$ cat config.mk
export PLATFORM = sky130hd
export DESIGN_NAME = boolfuck_ctrl
export DESIGN_NICKNAME = d
export VERILOG_FILES = /design/src/rtl/boolfuck_pkg.sv /design/src/rtl/boolfuck_pack.sv /design/src/rtl/boolfuck_ctrl.sv
export SDC_FILE = /design/constraint.sdc
export NUM_CORES = 1
export LEC_CHECK = 0
export ABC_CLOCK_PERIOD_IN_PS = 5500
export BUFFER_PORTS_ARGS = -buffer_cell sky130_fd_sc_hd__buf_4
export CORE_ASPECT_RATIO = 0.6
export CORE_MARGIN = 2
export CORE_UTILIZATION = 29
export DETAILED_ROUTE_END_ITERATION = 10
export GPL_TIMING_DRIVEN = 0
export HOLD_SLACK_MARGIN = 0.08
export SLEW_MARGIN = 40
export SYNTH_ARGS = -nofsm -noshare
export SYNTH_HDL_FRONTEND = slang
export SYNTH_SLANG_ARGS = --single-unit
$ cat constraint.sdc
create_clock -name i_clk -period 5.5 [get_ports i_clk]
set_input_delay 1.65 -clock i_clk [delete_from_list [all_inputs] [get_ports i_clk]]
set_output_delay 1.65 -clock i_clk [all_outputs]
set_load 0.02 [all_outputs]
$ cat src/rtl/boolfuck_pkg.sv
// rtl/boolfuck_pkg.sv - shared types and constants for the boolfuck run controller
//
// Purpose: controller FSM state type, the 3-bit opcode constants shared with
// the interpreter core, and the host byte width.
// Ports: none (package).
// Configuration macro: BOOLFUCK_WDOG_EN (used by boolfuck_ctrl).
package boolfuck_pkg;

  localparam int BYTE_W = 8;

  typedef enum logic [1:0] {
    ST_IDLE  = 2'd0,
    ST_RUN   = 2'd1,
    ST_PAUSE = 2'd2,
    ST_FLUSH = 2'd3
  } ctrl_state_t;

  // Opcode encoding of the core's program memory.
  localparam logic [2:0] OP_FLIP  = 3'd0;  // +
  localparam logic [2:0] OP_IN    = 3'd1;  // ,
  localparam logic [2:0] OP_OUT   = 3'd2;  // ;
  localparam logic [2:0] OP_LEFT  = 3'd3;  // <
  localparam logic [2:0] OP_RIGHT = 3'd4;  // >
  localparam logic [2:0] OP_LOOP  = 3'd5;  // [
  localparam logic [2:0] OP_END   = 3'd6;  // ]
  localparam logic [2:0] OP_HALT  = 3'd7;  // end of program

endpackage

$ cat src/rtl/boolfuck_pack.sv
// rtl/boolfuck_pack.sv - output bit packer with holding register and flush
//
// Purpose: shifts retired output bits in LSB-first, moves each complete byte
// into a holding register presented on a valid/ready port, and on flush pads
// a partial byte with zeros.
// Ports:
//   i_clk, i_rst      clock, asynchronous active-high reset
//   i_clear           discard the partial byte (start / abort)
//   i_bit_vld, i_bit  a retired output bit
//   i_flush           push a partial byte if any bits are held
//   i_out_rdy         host ready
//   o_out_byte/o_out_vld  host byte and valid
//   o_blocked         the next bit would complete a byte that cannot be stored
//   o_empty           no partial bits held
//   o_flush_ok        holding register can take a byte this cycle
module boolfuck_pack
  import boolfuck_pkg::*;
(
  input  logic              i_clk,
  input  logic              i_rst,
  input  logic              i_clear,
  input  logic              i_bit_vld,
  input  logic              i_bit,
  input  logic              i_flush,
  input  logic              i_out_rdy,
  output logic [BYTE_W-1:0] o_out_byte,
  output logic              o_out_vld,
  output logic              o_blocked,
  output logic              o_empty,
  output logic              o_flush_ok
);

  logic [BYTE_W-1:0] r_shift;
  logic [BYTE_W-1:0] r_hold;
  logic [2:0]        r_cnt;
  logic              r_vld;

  logic              w_hold_free;
  logic              w_bit_acc;
  logic              w_load_full;
  logic              w_load_flush;
  logic              w_load;
  logic [BYTE_W-1:0] w_next_shift;
  logic [BYTE_W-1:0] w_mask;

  // The holding register is free when empty or being read this cycle,
  // which lets a new byte load in the same cycle as a handshake.
  assign w_hold_free  = ~r_vld | i_out_rdy;
  assign o_blocked    = (r_cnt == 3'd7) & ~w_hold_free;
  assign o_empty      = (r_cnt == 3'd0);
  assign o_flush_ok   = w_hold_free;

  assign w_bit_acc    = i_bit_vld & ~o_blocked & ~i_clear;
  assign w_load_full  = w_bit_acc & (r_cnt == 3'd7);
  assign w_load_flush = i_flush & ~o_empty & w_hold_free & ~i_clear;
  assign w_load       = w_load_full | w_load_flush;

  // Bits above the count are stale leftovers of the previous byte.
  assign w_mask       = (BYTE_W'(1) << r_cnt) - BYTE_W'(1);

  always_comb begin
    w_next_shift        = r_shift;
    w_next_shift[r_cnt] = i_bit;
  end

  always_ff @(posedge i_clk or posedge i_rst) begin
    if (i_rst) begin
      r_shift <= '0;
      r_hold  <= '0;
      r_cnt   <= 3'd0;
      r_vld   <= 1'b0;
    end else begin
      if (i_clear) begin
        r_shift <= '0;
        r_cnt   <= 3'd0;
      end else if (w_load_flush) begin
        r_cnt   <= 3'd0;
      end else if (w_bit_acc) begin
        r_shift <= w_next_shift;
        r_cnt   <= r_cnt + 3'd1;
      end

      if (w_load_full) begin
        r_hold <= w_next_shift;
      end else if (w_load_flush) begin
        r_hold <= r_shift & w_mask;
      end

      if (w_load) begin
        r_vld <= 1'b1;
      end else if (i_out_rdy) begin
        r_vld <= 1'b0;
      end
    end
  end

  assign o_out_byte = r_hold;
  assign o_out_vld  = r_vld;

endmodule

$ cat src/rtl/boolfuck_ctrl.sv
// rtl/boolfuck_ctrl.sv - run controller and bit-I/O scheduler for the boolfuck core
//
// Purpose: sequences the core through start, run, breakpoint pause,
// single-step, flush and abort; packs output bits into host bytes and
// unpacks host bytes into input bits, stalling the core when I/O blocks.
// Ports:
//   i_clk, i_rst                  clock, asynchronous active-high reset
//   i_go, i_stp, i_abt            start/resume, single-step, abort buttons (levels)
//   i_brk_en, i_brk_pc            breakpoint enable and address
//   i_core_pc                     core's current instruction address
//   i_core_halt/out/in, i_core_obit  current instruction decode and output bit
//   o_core_run, o_core_start      execute enable, core clear pulse
//   o_core_ibit                   bit for the current input instruction
//   o_out_byte/o_out_vld/i_out_rdy   host output byte stream
//   i_in_byte/i_in_vld/o_in_rdy      host input byte stream
//   o_state, o_stall, o_wdog_trip status
// Configuration macro: BOOLFUCK_WDOG_EN enables the W-bit retire watchdog.
module boolfuck_ctrl
  import boolfuck_pkg::*;
#(
  parameter int C = 8,
  parameter int W = 16
) (
  input  logic              i_clk,
  input  logic              i_rst,
  input  logic              i_go,
  input  logic              i_stp,
  input  logic              i_abt,
  input  logic              i_brk_en,
  input  logic [C-1:0]      i_brk_pc,
  input  logic [C-1:0]      i_core_pc,
  input  logic              i_core_halt,
  input  logic              i_core_out,
  input  logic              i_core_in,
  input  logic              i_core_obit,
  output logic              o_core_run,
  output logic              o_core_start,
  output logic              o_core_ibit,
  output logic [BYTE_W-1:0] o_out_byte,
  output logic              o_out_vld,
  input  logic              i_out_rdy,
  input  logic [BYTE_W-1:0] i_in_byte,
  input  logic              i_in_vld,
  output logic              o_in_rdy,
  output logic [1:0]        o_state,
  output logic              o_stall,
  output logic              o_wdog_trip
);

  ctrl_state_t       r_state;
  ctrl_state_t       w_next_state;
  logic              r_go_q;
  logic              r_stp_q;
  logic              r_abt_q;
  logic              r_bp_mask;
  logic [BYTE_W-1:0] r_ibuf;
  logic [2:0]        r_icnt;
  logic              r_ifull;

  logic w_go_edge, w_stp_edge, w_abt_edge;
  logic w_run, w_start, w_flush, w_pk_clear, w_set_mask;
  logic w_active, w_stall, w_bp_hit, w_wdog_hit;
  logic w_pk_blocked, w_pk_empty, w_pk_flush_ok;
  logic w_in_acc, w_in_take;

  assign w_go_edge  = i_go  & ~r_go_q;
  assign w_stp_edge = i_stp & ~r_stp_q;
  assign w_abt_edge = i_abt & ~r_abt_q;

  assign w_active = (r_state == ST_RUN) | (r_state == ST_PAUSE);
  assign w_stall  = w_active & ((i_core_out & w_pk_blocked) | (i_core_in & ~r_ifull));
  assign w_bp_hit = i_brk_en & (i_core_pc == i_brk_pc) & ~r_bp_mask;

  always_comb begin
    w_next_state = r_state;
    w_run        = 1'b0;
    w_start      = 1'b0;
    w_flush      = 1'b0;
    w_pk_clear   = 1'b0;
    w_set_mask   = 1'b0;
    if (w_abt_edge) begin
      w_next_state = ST_IDLE;
      w_pk_clear   = 1'b1;
    end else begin
      case (r_state)
        ST_IDLE: begin
          if (w_go_edge) begin
            w_start      = 1'b1;
            w_pk_clear   = 1'b1;
            w_next_state = ST_RUN;
          end
        end
        ST_RUN: begin
          if (w_wdog_hit) begin
            w_next_state = ST_IDLE;
          end else if (w_bp_hit) begin
            w_next_state = ST_PAUSE;
          end else begin
            w_run = ~w_stall;
            if (w_run && i_core_halt) w_next_state = ST_FLUSH;
          end
        end
        ST_PAUSE: begin
          if (w_wdog_hit) begin
            w_next_state = ST_IDLE;
          end else if (w_go_edge) begin
            w_next_state = ST_RUN;
            w_set_mask   = 1'b1;
          end else if (w_stp_edge) begin
            // A step ignores the breakpoint: it is how the paused
            // instruction gets executed.
            w_run = ~w_stall;
            if (w_run && i_core_halt) w_next_state = ST_FLUSH;
          end
        end
        default: begin
          w_flush = 1'b1;
          if (w_pk_empty || w_pk_flush_ok) w_next_state = ST_IDLE;
        end
      endcase
    end
  end

  always_ff @(posedge i_clk or posedge i_rst) begin
    if (i_rst) begin
      r_state   <= ST_IDLE;
      r_go_q    <= 1'b0;
      r_stp_q   <= 1'b0;
      r_abt_q   <= 1'b0;
      r_bp_mask <= 1'b0;
    end else begin
      r_state <= w_next_state;
      r_go_q  <= i_go;
      r_stp_q <= i_stp;
      r_abt_q <= i_abt;
      // Mask holds only until the resumed instruction retires.
      if (w_set_mask) begin
        r_bp_mask <= 1'b1;
      end else if (w_run || w_start || w_abt_edge) begin
        r_bp_mask <= 1'b0;
      end
    end
  end

  // Input unpacker: one byte buffer consumed LSB first.
  assign w_in_acc  = i_in_vld & ~r_ifull;
  assign w_in_take = w_run & i_core_in;

  always_ff @(posedge i_clk or posedge i_rst) begin
    if (i_rst) begin
      r_ibuf  <= '0;
      r_icnt  <= 3'd0;
      r_ifull <= 1'b0;
    end else if (w_in_acc) begin
      // Accept wins over a start clear: the unpacker was empty anyway,
      // so a byte offered in the start cycle is kept rather than dropped.
      r_ibuf  <= i_in_byte;
      r_icnt  <= 3'd0;
      r_ifull <= 1'b1;
    end else if (w_start) begin
      r_icnt  <= 3'd0;
      r_ifull <= 1'b0;
    end else if (w_in_take) begin
      r_icnt <= r_icnt + 3'd1;
      if (r_icnt == 3'd7) r_ifull <= 1'b0;
    end
  end

`ifdef BOOLFUCK_WDOG_EN
  logic [W-1:0] r_wdog_cnt;
  logic         r_wdog_trip;

  assign w_wdog_hit = &r_wdog_cnt;

  always_ff @(posedge i_clk or posedge i_rst) begin
    if (i_rst) begin
      r_wdog_cnt  <= '0;
      r_wdog_trip <= 1'b0;
    end else if (w_start) begin
      r_wdog_cnt  <= '0;
      r_wdog_trip <= 1'b0;
    end else begin
      if (w_run) r_wdog_cnt <= r_wdog_cnt + W'(1);
      if (w_wdog_hit && w_active && !w_abt_edge) r_wdog_trip <= 1'b1;
    end
  end

  assign o_wdog_trip = r_wdog_trip;
`else
  assign w_wdog_hit  = 1'b0;
  assign o_wdog_trip = 1'b0;
`endif

  boolfuck_pack u_pack (
    .i_clk      (i_clk),
    .i_rst      (i_rst),
    .i_clear    (w_pk_clear),
    .i_bit_vld  (w_run & i_core_out),
    .i_bit      (i_core_obit),
    .i_flush    (w_flush),
    .i_out_rdy  (i_out_rdy),
    .o_out_byte (o_out_byte),
    .o_out_vld  (o_out_vld),
    .o_blocked  (w_pk_blocked),
    .o_empty    (w_pk_empty),
    .o_flush_ok (w_pk_flush_ok)
  );

  assign o_core_run   = w_run;
  assign o_core_start = w_start;
  assign o_core_ibit  = r_ibuf[r_icnt];
  assign o_in_rdy     = ~r_ifull;
  assign o_state      = r_state;
  assign o_stall      = w_stall;

endmodule

==> impl_results.md <==
- CP Max Fanout: 10
- Startpoint type of the worst setup path: input pin
- Period utilisation layout: 85.8%
- Antenna Cells: 0
- Post-cts resize count: 0
- # IOs: 53
- Main synth FF type: dfrtp_1
- # Post-CTS Setup Buffers: 0
- Crit-path max cell delay: 0.34 ns
- Syn Std Cell Area: 2500 µm²
- R2r setup slk: 2.68 ns
- Total power: 1.33 mW
- Psw: 0.478 mW
- Pwr dens: 412 nW/µm²
- Worst EP required: 3.85 ns
- GR Util All Layers: 14.5%
- CP endpoint kind: output port
- Syn Area/Cell: 10.1 µm²
- Dpl hpwl: 4830 µm
- Die W: 124 µm
- First-pass GRT wire length: 10400 µm
- Seq/Total Area, Yosys: 38.0%
- WHS: 0.503 ns
- Unrepaired setup endpoints after global routing: no
- Cells after Synth: 247
- Clock power share: 29.6%
- Vias in the first global route: 2066
- Sequential power share: 29.4%
- Die Y: 76.0 µm
- VDD IR max: 0.000144 V
- Final non-filler cell total: 417
- Routability cong.: 0.825
- Worst Path Class, Setup: input pin to output port
- Status: complete, no violations
- Clk buf depth: 2
- Post-synth EDFFs: 0
- CTS tree: yes
- Gate power share: 41.1%
- Post-synth ARST share: 100%
- Switching Fraction: 36.0%
- DRT iter0 DRCs: 100
- Hold-fix buffers at CTS: 0
- Max cap viols: 0
- Worst-path cell chain: buf_4 -> xor2_1 -> nor4_4 -> nand4_1 -> buf_2 -> and3_1 -> buf_4
- Largest net degree at the start of global routing: 39
- Worst slew pin tran: 0.607 ns
- Core area: 8460 µm²
- Number of remaining DRC errors: 0
- Slowest cell on crit path: nor4_4
- Rel. slew slack: 59.3%
- Avg WL per Cell: 15.4 µm
- Site Rows: 26
- Static Leak: 1.50 nW
- TritonRoute pass-1 iters: 4
- Placed cell count: 409
- Warnings from Yosys: 0
- Area occupied by multi-input gates: 1450 µm²
- Max Clk Rate: 0.212 GHz
- CTS buffer count: 5
- Syn Nets: 296
- Clock slew seen by the registers of the worst setup and hold paths: 0.06 ns
- Critical path arrival: 3.07 ns
- Net count, final: 353
- CTS root buf: clkbuf_16
- Clock latency at the later pin of the worst-skew pair: 0.29 ns
- Seq cells post-synth: 38
- Final setup TNS: 0 ns
- FILL cells: 863
- Final ANT Viol Nets: 0
- WL final: 6420 µm
- Final setup vio count: 0
- Total grt overflow: 0
- Layout cells sized above 1: 28.2%
- CP delay by family, top: simple AND/OR/NAND/NOR gates
- Starting density of the core: 29.6%
- Vias: 2099
- Crit path time final: 4.72 ns
- Hold Path Class: flip-flop to flip-flop
- Clock skew: 0.0103 ns
- Die ar.: 9420 µm²
- Hold Vio Cnt, Final: 0
- Worst path bufs/invs: 3
- Top cell by count, worst path: buf_4
- Area Overhead vs Synth: 28.6%
- Post-synth cell types: 53
- Vias/cell: 5.03
- Slew Limit Fails: 0
- TritonCTS Sinks: 38
- Internal power: 0.850 mW
- CTS HTree Levels: 2
- Initial antenna violation count: 0
- IO Port Bufs: 50
- Post-Place Setup Slack: 0.795 ns
- Register area: 951 µm²
- Final worst slack: 0.780 ns
logic make-up after synthesis:
| group | Yosys count | synth area share [%] |
|---|---|---|
| simple gates | 83 | 18.7 |
| compound gates | 46 | 14.6 |
| other cells | 1 | 0.150 |
| fa+ha+maj | 13 | 6.49 |
| xor+xnor | 12 | 4.20 |
| mux | 31 | 13.8 |
| flops | 38 | 38.0 |
| buf+inv | 23 | 4.05 |
layout by cell type, fill, tap and decap left out, drive strengths merged, types with 3 or more instances in the layout:
cell type  instances
a31oi              4
xor2              10
nand3             15
nor4               3
ha                13
nor2b              8
inv               13
o21ai              5
dfrtp             38
buf               55
nor2              11
nand4              4
clkbuf            11
mux2i             20
o2bb2ai            7
nand2b             8
nor3              11
o41ai              4
a21oi             10
nand2             15
mux2               9
flip-flops by register name, indices dropped and copies added (netlist names):
name,flops
u_pack.o_out_vld,1
u_pack.r_shift,8
o_state,2
r_abt_q,1
r_go_q,1
r_ifull,1
r_icnt,3
r_ibuf,8
r_bp_mask,1
u_pack.r_cnt,3
u_pack.o_out_byte,8
r_stp_q,1
Yosys cell counts (2+ instances only):
cell	n	area share, %
dfrtp_1	38	38
a31oi_1	3	0.75
nand2_1	15	2.2
nand2b_1	8	2.0
o41ai_2	3	1.9
a21boi_0	2	0.60
mux4_2	2	1.8
nor2_1	11	1.6
mux2i_1	20	8.0
a2111oi_0	2	0.70
o2bb2ai_1	7	2.4
xnor2_1	2	0.70
mux2_2	9	4.0
xor2_1	10	3.5
nor2b_1	7	1.7
o211ai_1	2	0.60
o21ai_0	4	0.80
inv_1	13	1.9
nand4_1	4	1.0
and3_1	2	0.50
nor4_4	2	1.7
buf_2	2	0.40
nand3b_1	2	0.60
ha_1	13	6.5
a2bb2oi_1	2	0.70
nand3_1	15	3.0
clkbuf_1	4	0.60
a21oi_1	9	1.8
nor3_1	10	2.0
metal layers:
metal / global-route usage (%) / up-vias / wire [µm]
li1: - / 1015 / -
met1: 22.1 / 1031 / 3280
met2: 19.2 / 47 / 2670
met3: 5.31 / 6 / 418
met4: 3.03 / 0 / 44
met5: 0 / - / 0
final cells by class:
cell class	count	share of cell area, %
timing repair buffer	50	11.7
buffer	10	1.63
tap	112	4.35
sequential	38	29.5
clock inverter	2	1.86
inverter	13	1.59
multi-input combinational	186	45.1
clock buffer	6	4.31
stage by stage:
stage / util, % / cell area (µm²)
final: 38.1 / 3220
after global routing: 38.1 / 3220
after CTS: 38.1 / 3220
after detailed placement: 35.7 / 3020
after global placement: 35.7 / 3020
after floorplan: - / 2500
power groups by stage:
stage	clock, mW	combinational [mW]	sequential (mW)
3_3_place_gp	0	0.532	0.392
2_1_floorplan	0	0.386	0.388
4_1_cts	0.400	0.545	0.391
3_5_place_dp	0	0.542	0.396
5_1_grt	0.414	0.602	0.401
6_report	0.393	0.545	0.390
path summary, 6_finish.rpt:
kind,cells past startpoint,start,to
min reg2reg,1,r_ibuf[4],r_ibuf[4]
min,1,r_ibuf[4],r_ibuf[4]
max reg2reg,9,u_pack.r_cnt[1],u_pack.o_out_byte[2]
max in group asynchronous,2,i_rst,u_pack.r_shift[5]
max,7,i_brk_pc[5],o_core_run
min in group asynchronous,2,i_rst,r_ibuf[2]
No activity file was read; power rests on OpenSTA's default activity.
